**config.mk**
```make
export PLATFORM = sky130hd
export DESIGN_NAME = mdu_issue_ctrl
export DESIGN_NICKNAME = d
export VERILOG_FILES = /design/src/rtl/mdu_issue_ctrl.sv
export SDC_FILE = /design/constraint.sdc
export NUM_CORES = 1
export LEC_CHECK = 0
export CAP_MARGIN = 20
export CORE_MARGIN = 2
export CORE_UTILIZATION = 32
export DETAILED_ROUTE_END_ITERATION = 16
export GPL_TIMING_DRIVEN = 0
export SLEW_MARGIN = 30
export SYNTH_ARGS = -nofsm -noshare
export SYNTH_HDL_FRONTEND = slang
export SYNTH_SLANG_ARGS = --single-unit
```
**constraint.sdc**
```tcl
create_clock -name clk -period 3.8 [get_ports clk]
set_input_delay 1.14 -clock clk [delete_from_list [all_inputs] [get_ports clk]]
set_output_delay 1.14 -clock clk [all_outputs]
set_load 0.1 [all_outputs]
```
**src/rtl/mdu_issue_ctrl.sv**
```systemverilog
// Issue/sequencing controller for the MIPS multiply/divide unit: starts mult/div,
// counts their latency, fires the HI/LO commit and raises the D-stage stall.
module mdu_issue_ctrl #(
   parameter int unsigned MULT_CYCLES = 5,
   parameter int unsigned DIV_CYCLES  = 10
) (
   input  logic       clk,
   input  logic       reset,
   input  logic [3:0] e_op,
   input  logic       e_valid,
   input  logic       req,
   input  logic [3:0] d_op,
   output logic       issue,
   output logic       wr_hi,
   output logic       wr_lo,
   output logic       commit,
   output logic       busy,
   output logic       stall,
   output logic       kind
);

   typedef enum logic [1:0] {
      ST_IDLE = 2'd0,
      ST_MUL  = 2'd1,
      ST_DIV  = 2'd2
   } state_e;

   localparam logic [3:0] MULT_LOAD = 4'(MULT_CYCLES - 1);
   localparam logic [3:0] DIV_LOAD  = 4'(DIV_CYCLES - 1);

   state_e     state_q, state_d;
   logic [3:0] cnt_q, cnt_d;
   logic       kind_q, kind_d;

   logic       go_s;
   logic       is_mul_s;
   logic       is_div_s;
   logic       d_mdu_s;

   assign go_s     = e_valid && !req && (state_q == ST_IDLE);
   assign is_mul_s = (e_op == 4'd1) || (e_op == 4'd2);
   assign is_div_s = (e_op == 4'd3) || (e_op == 4'd4);
   assign d_mdu_s  = (d_op >= 4'd1) && (d_op <= 4'd8);

   // State, latency counter and op-class registers
   always_ff @(posedge clk) begin
      if (reset) begin
         state_q <= ST_IDLE;
         cnt_q   <= 4'd0;
         kind_q  <= 1'b0;
      end else begin
         state_q <= state_d;
         cnt_q   <= cnt_d;
         kind_q  <= kind_d;
      end
   end

   // Next-state: load the latency on issue, count down to the commit cycle
   always_comb begin
      state_d = state_q;
      cnt_d   = cnt_q;
      kind_d  = kind_q;
      case (state_q)
         ST_IDLE: begin
            if (go_s && is_mul_s) begin
               state_d = ST_MUL;
               cnt_d   = MULT_LOAD;
               kind_d  = 1'b0;
            end else if (go_s && is_div_s) begin
               state_d = ST_DIV;
               cnt_d   = DIV_LOAD;
               kind_d  = 1'b1;
            end else begin
               state_d = ST_IDLE;
            end
         end
         ST_MUL, ST_DIV: begin
            if (cnt_q == 4'd0) begin
               state_d = ST_IDLE;
            end else begin
               cnt_d = cnt_q - 4'd1;
            end
         end
         default: begin
            state_d = ST_IDLE;
            cnt_d   = 4'd0;
         end
      endcase
   end

   // Outputs: issue/moves only when idle and not flushed; commit on the last busy cycle
   always_comb begin
      issue  = 1'b0;
      wr_hi  = 1'b0;
      wr_lo  = 1'b0;
      commit = 1'b0;
      case (state_q)
         ST_IDLE: begin
            issue = go_s && (is_mul_s || is_div_s);
            wr_hi = go_s && (e_op == 4'd7);
            wr_lo = go_s && (e_op == 4'd8);
         end
         ST_MUL, ST_DIV: begin
            commit = (cnt_q == 4'd0);
         end
         default: begin
            commit = 1'b0;
         end
      endcase
      busy  = (state_q != ST_IDLE);
      // HI/LO are written at the end of commit, so a D-stage MDU op may advance then
      stall = d_mdu_s && (issue || (busy && !commit));
      kind  = kind_q;
   end

endmodule

```
## Yosys cells after proc, flatten, opt, wreduce, memory -nomap -nowiden

Cells that the tools add are included.
Widths: inputs -> output; s select.

- $add $sub $neg: 1
- Multipliers: 0
- Div/mod/pow operators: 0
- $lt $le $gt $ge: 2
- Eq/ne operators: 11
- Shifts and indexed selects: 0
- Muxes and demuxes: 14
- Bitwise logic cells: 0
- Reduce and logical (&&, ||, !) cells: 23

Operator list:

| operator | count |
|---|---|
| $mux 4 | 3 |
| $logic_and 1x1->1 | 10 |
| $eq 4x2->1 const B | 2 |
| $eq 4x3->1 const B | 2 |
| $pmux 4 s2 | 1 |
| $mux 1 | 6 |
| $mux 2 | 3 |
| $eq 4x1->1 const B | 1 |
| $eq 4x4->1 const B | 1 |
| $ge 4x1->1 const B | 1 |
| $le 4x4->1 const B | 1 |
| $logic_not 4->1 | 1 |
| $logic_or 1x1->1 | 4 |
| $ne 2x2->1 const B | 2 |
| $pmux 2 s2 | 1 |
| $reduce_and 2->1 | 2 |
| $reduce_bool 2->1 | 2 |
| $sub 4x1->4 const B | 1 |
| $ne 3x1->1 const B | 1 |
| $eq 2x1->1 const B | 1 |
| $eq 2x2->1 const B | 1 |
| $logic_not 1->1 | 2 |
| $logic_not 2->1 | 1 |
| $reduce_or 2->1 | 1 |

- Register bits: 7
- Bits in latches: 0
- RAM bits: 0
- Memory bits (read-only): 0
- Input bits: 12
- Output and inout bits: 7
- Word-level logic and storage cells: 54
- Memories kept: 0

## Depth between registers and ports, before layout

- Depth in word-level cells: 7
- Depth in mapped cells: 7
- Gate-level depth less buffers: 6

## Worst setup path before layout

OpenSTA, ideal clock, no wires.

- Kind: input to output
- Start point: in e_op[1]
- End point: out stall
- Arrival time: 5089 ps
- Data required time: 2660 ps
- Path slack: -2429 ps
- Stages: 5
- Path buffers: 1
- Cell sequence: buf_2 > o21a_1 > nor3_1 > nor2_1 > nor2_1

- Word-level cells in the longest chain between the ends: 7
- Elaborated cells on any way between the ends: 11
- Those cells by class: eq/ne: 4; mux: 1; reduce/logical: 6

RTL lines:

| item | line | source |
|---|---|---|
| start: declaration | 9 | `input logic [3:0] e_op,` |
| $eq 4x1->1 (tied with other cells) | 41 | `assign is_mul_s = (e_op == 4'd1) \|\| (e_op == 4'd2);` |
| $logic_or 1x1->1, on equally long branches | 41, 42 |  |
| $logic_or 1x1->1 * | 99 | `issue = go_s && (is_mul_s \|\| is_div_s);` |
| $logic_and 1x1->1 * | 99 |  |
| $mux 1 * | 97 | `case (state_q)` |
| via issue | 13 | `output logic issue,` |
| $logic_or 1x1->1 * | 112 | `stall = d_mdu_s && (issue \|\| (busy && !commit));` |
| $logic_and 1x1->1 * | 112 |  |
| end: declaration | 18 | `output logic stall,` |

Mark *: on every way through the listed nets, which the timed path passes. The rest lies on a longest branch.

## Final worst setup path

- Start point: in req
- End point: out wr_hi

- Word-level cells in the longest chain between the ends: 5

RTL lines:

| item | line | source |
|---|---|---|
| start: declaration | 11 | `input logic req,` |
| $logic_not 1->1 | 40 | `assign go_s = e_valid && !req && (state_q == ST_IDLE);` |
| $logic_and 1x1->1 (2 in series) | 40 |  |
| $logic_and 1x1->1 | 100 | `wr_hi = go_s && (e_op == 4'd7);` |
| $mux 1 | 97 |  |
| end: declaration | 14 | `output logic wr_hi,` |

No other way between the ends.

==> flow_summary_export.csv <==
group,metric,value,unit
yosys,ys_async_sr_fraction,0,%
timing,setup_violations,0,
floorplanning,die_area,2110,sq um
cells_and_area,nets,108,
yosys,synth_top_area_share,24.9,%
power_and_ir_drop,finalPower,0.203,mW
setup_path,path_cells,"clkdlybuf4s50_1 -> nand4bb_4 -> nor2_2 -> clkdlybuf4s15_2",
yosys,ys_top_cells_by_count,"nor2_1, dfxtp_1, inv_1",
power_and_ir_drop,peakVddDrop,0.131,mV
power_and_ir_drop,power_density,247,nW/um^2
place,place_ws,-0.855,ns
yosys,synth_flop_cell,"dfxtp_1",
routing,dr_total_vias,573,
global_routing,use_met2,24.2,%
routing,routed_wl,1.39,mm
timing,maxSlewViolCount,0,
floorplanning,core,1690,sq um
routing,drtIter0Drc,4,
cells_and_area,fillerInstances,181,
timing,period_needed,3.73,ns
yosys,ys_types,31,
cells_and_area,layout.cells.non_filler,108,
floorplanning,dieWidth,45.9,microns
yosys,syn_inst,71,
setup_path,worstPathRequired,2.66,ns
place,place_hpwl,1.07,mm
power_and_ir_drop,power_leakage,0.307,nW
routing,drc,0,
setup_path,crit_fanout,5,
cts,clock_path_buffers,2,
setup_path,start_kind,"primary input",
global_routing,grt_max_degree,11,
global_routing,met3_usage,2.38,%
yosys,synth_most_common_cell,"nor2_1",
cts,clk_latency,0.25,ns
cells_and_area,n_antenna_cell,0,
setup_path,critical_path_arrival,2.59,ns
routing,routed_via_density,5.31,
timing,post-route-period-util,98.2,%
yosys,synth_fp_nets,87,
cts,clkTransAtPathRegs,0.05,ns
timing,fin_skew,0.00185,ns
cts,tritoncts,"yes",
power_and_ir_drop,p_int,0.140,mW
timing,rsz0062_at_grt,"false",
cells_and_area,drive_gt1_share,17.6,%
power_and_ir_drop,pwr-share-clk,34.0,%
floorplanning,start_util,33.3,%
place,io_buffers,16,
yosys,yosysTopAreaCell,"dfxtp_1",
routing,firstDrtPassIters,3,
cts,clk_root_buffer_cell,"clkbuf_4",
cells_and_area,synthToLayoutAreaGrowth,46.0,%
cts,hold_buffers,0,
worst_hold_path,hold_path.class,"flip-flop to flip-flop",
place,place_congestion,0.758,
global_routing,grt_pass1_vias,539,
timing,hold_slack,0.492,ns
global_routing,grt_usage,14.2,%
yosys,synth_area_leaders,"dfxtp_1, ha_1, nor2_1",
setup_path,endpoint_kind,"output pin",
global_routing,antenna_found_initial,0,
cts,htree_levels,1,
global_routing,busiest_layer,"met2",
routing,routedWlPerCell,12.9,microns
status,status,"finished clean",
setup_path,max_stage_delay,0.55,ns
cts,clock-sinks,7,
cts,cts_setup_buffers,0,
routing,ant_nets,0,
cells_and_area,postLayoutCoreUtil,48.7,%
yosys,ys_ff_latch,7,
place,dp.cells,104,
power_and_ir_drop,swShare,30.8,%
timing,max_freq,268,MHz
yosys,netlist_area,563,sq um
cts,cts_buffers,3,
timing,tightest_slew,0.969,ns
global_routing,grt_overflow_total,0,
timing,hold_violations,0,
timing,worst_slack,0.0693,ns
timing,max_slew_margin,35.2,%
global_routing,grt_first_pass_wirelength,2.19,mm
yosys,ys_seq_area_share,24.9,%
setup_path,criticalPathCategory,"primary input to output pin",
yosys,ys_warn_count,0,
floorplanning,rows,15,
global_routing,grtUsageMet1,18.3,%
floorplanning,ios,19,
yosys,syn-mean-instance-area,7.93,sq um
power_and_ir_drop,seqPwrFrac,38.1,%
setup_path,crit_slowest_cell,"clkdlybuf4s15_2",
yosys,synth_edf_count,0,
power_and_ir_drop,power_frac_comb,27.9,%
power_and_ir_drop,p_sw,0.0624,mW
floorplanning,fp.dieH,45.9,microns
run,drv_cap,0,
## placed cells by master (no fill, tap or decap), types with 2 or more instances in the layout
| cell type | n |
|---|---|
| clkdlybuf4s50_1 | 11 |
| inv_1 | 7 |
| nor2_1 | 7 |
| dfxtp_1 | 7 |
| clkbuf_4 | 5 |
| nor3_1 | 4 |
| a21oi_1 | 4 |
| ha_1 | 4 |
| nand3b_1 | 3 |
| clkbuf_1 | 2 |
| nor2_2 | 2 |
| xnor2_1 | 2 |
| mux2i_1 | 2 |
| o21ai_0 | 2 |
| a221oi_1 | 2 |
## cell type report
cell class              instances  area (sq um)  share of cell area [%]
well taps                      17          21.3                    2.59
multi-input cells              54           428                    52.1
flip-flops and latches          7           140                    17.0
inverters                       7          26.3                    3.20
clock buffers                   4          26.3                    3.20
repair buffers                 16           156                    19.0
plain buffers                   3          23.8                    2.89
## final timing paths
check,slack [ns],to,cells after the start,from
worst max-delay path,0.07,wr_hi,4,req
worst min-delay path,0.49,kind,2,kind
worst max register to register,1.98,cnt_q[2],6,state_q[0]
worst min register to register,0.49,kind,2,kind
## critical path, delay by kind of cell
family | cells | cell delay (ns)
simple gates | 2 | 0.44
buf+inv | 2 | 1.00
## power groups by stage
stage / logic [mW] / clock network [mW] / registers (mW)
after global placement: 0.0555 / 0 / 0.0786
after detailed placement: 0.0563 / 0 / 0.0786
after CTS: 0.0563 / 0.0716 / 0.0770
after global routing: 0.0609 / 0.0762 / 0.0774
after floorplan: 0.0354 / 0 / 0.0800
final: 0.0566 / 0.0689 / 0.0771
## metrics by stage
stage | TNS, ns | cell area, sq um
5_1_grt | 0 | 822
4_1_cts | 0 | 813
6_report | 0 | 822
2_1_floorplan | -0.264 | 613
3_5_place_dp | -2.80 | 795
3_3_place_gp | -2.78 | 795
## repair_timing
| action | CTS | global route |
|---|---|---|
| gates resized for setup | 21 | 3 |
| pin swaps | 0 | 0 |
| endpoints found under the setup margin | 5 | 3 |
## logic make-up after synthesis
logic type | synth area share [%]
AO/OA/AOI/OAI | 17.1
XOR/XNOR | 4.67
adder cells (fa/ha/maj) | 8.89
buffers and inverters | 7.11
flip-flops | 24.9
multiplexers | 3.56
AND/OR/NAND/NOR | 33.8
## metal layers
| layer | vias up | wire [microns] |
|---|---|---|
| met5 | - | 0 |
| met3 | 2 | 72 |
| met2 | 16 | 630 |
| met1 | 253 | 676 |
| li1 | 302 | - |
| met4 | 0 | 13 |
## state kept, by name (all words and copies together) (netlist names)
signal,flops
cnt_q,4
state_q,2
kind,1
Note: power is estimated with default switching activity, not from simulation.
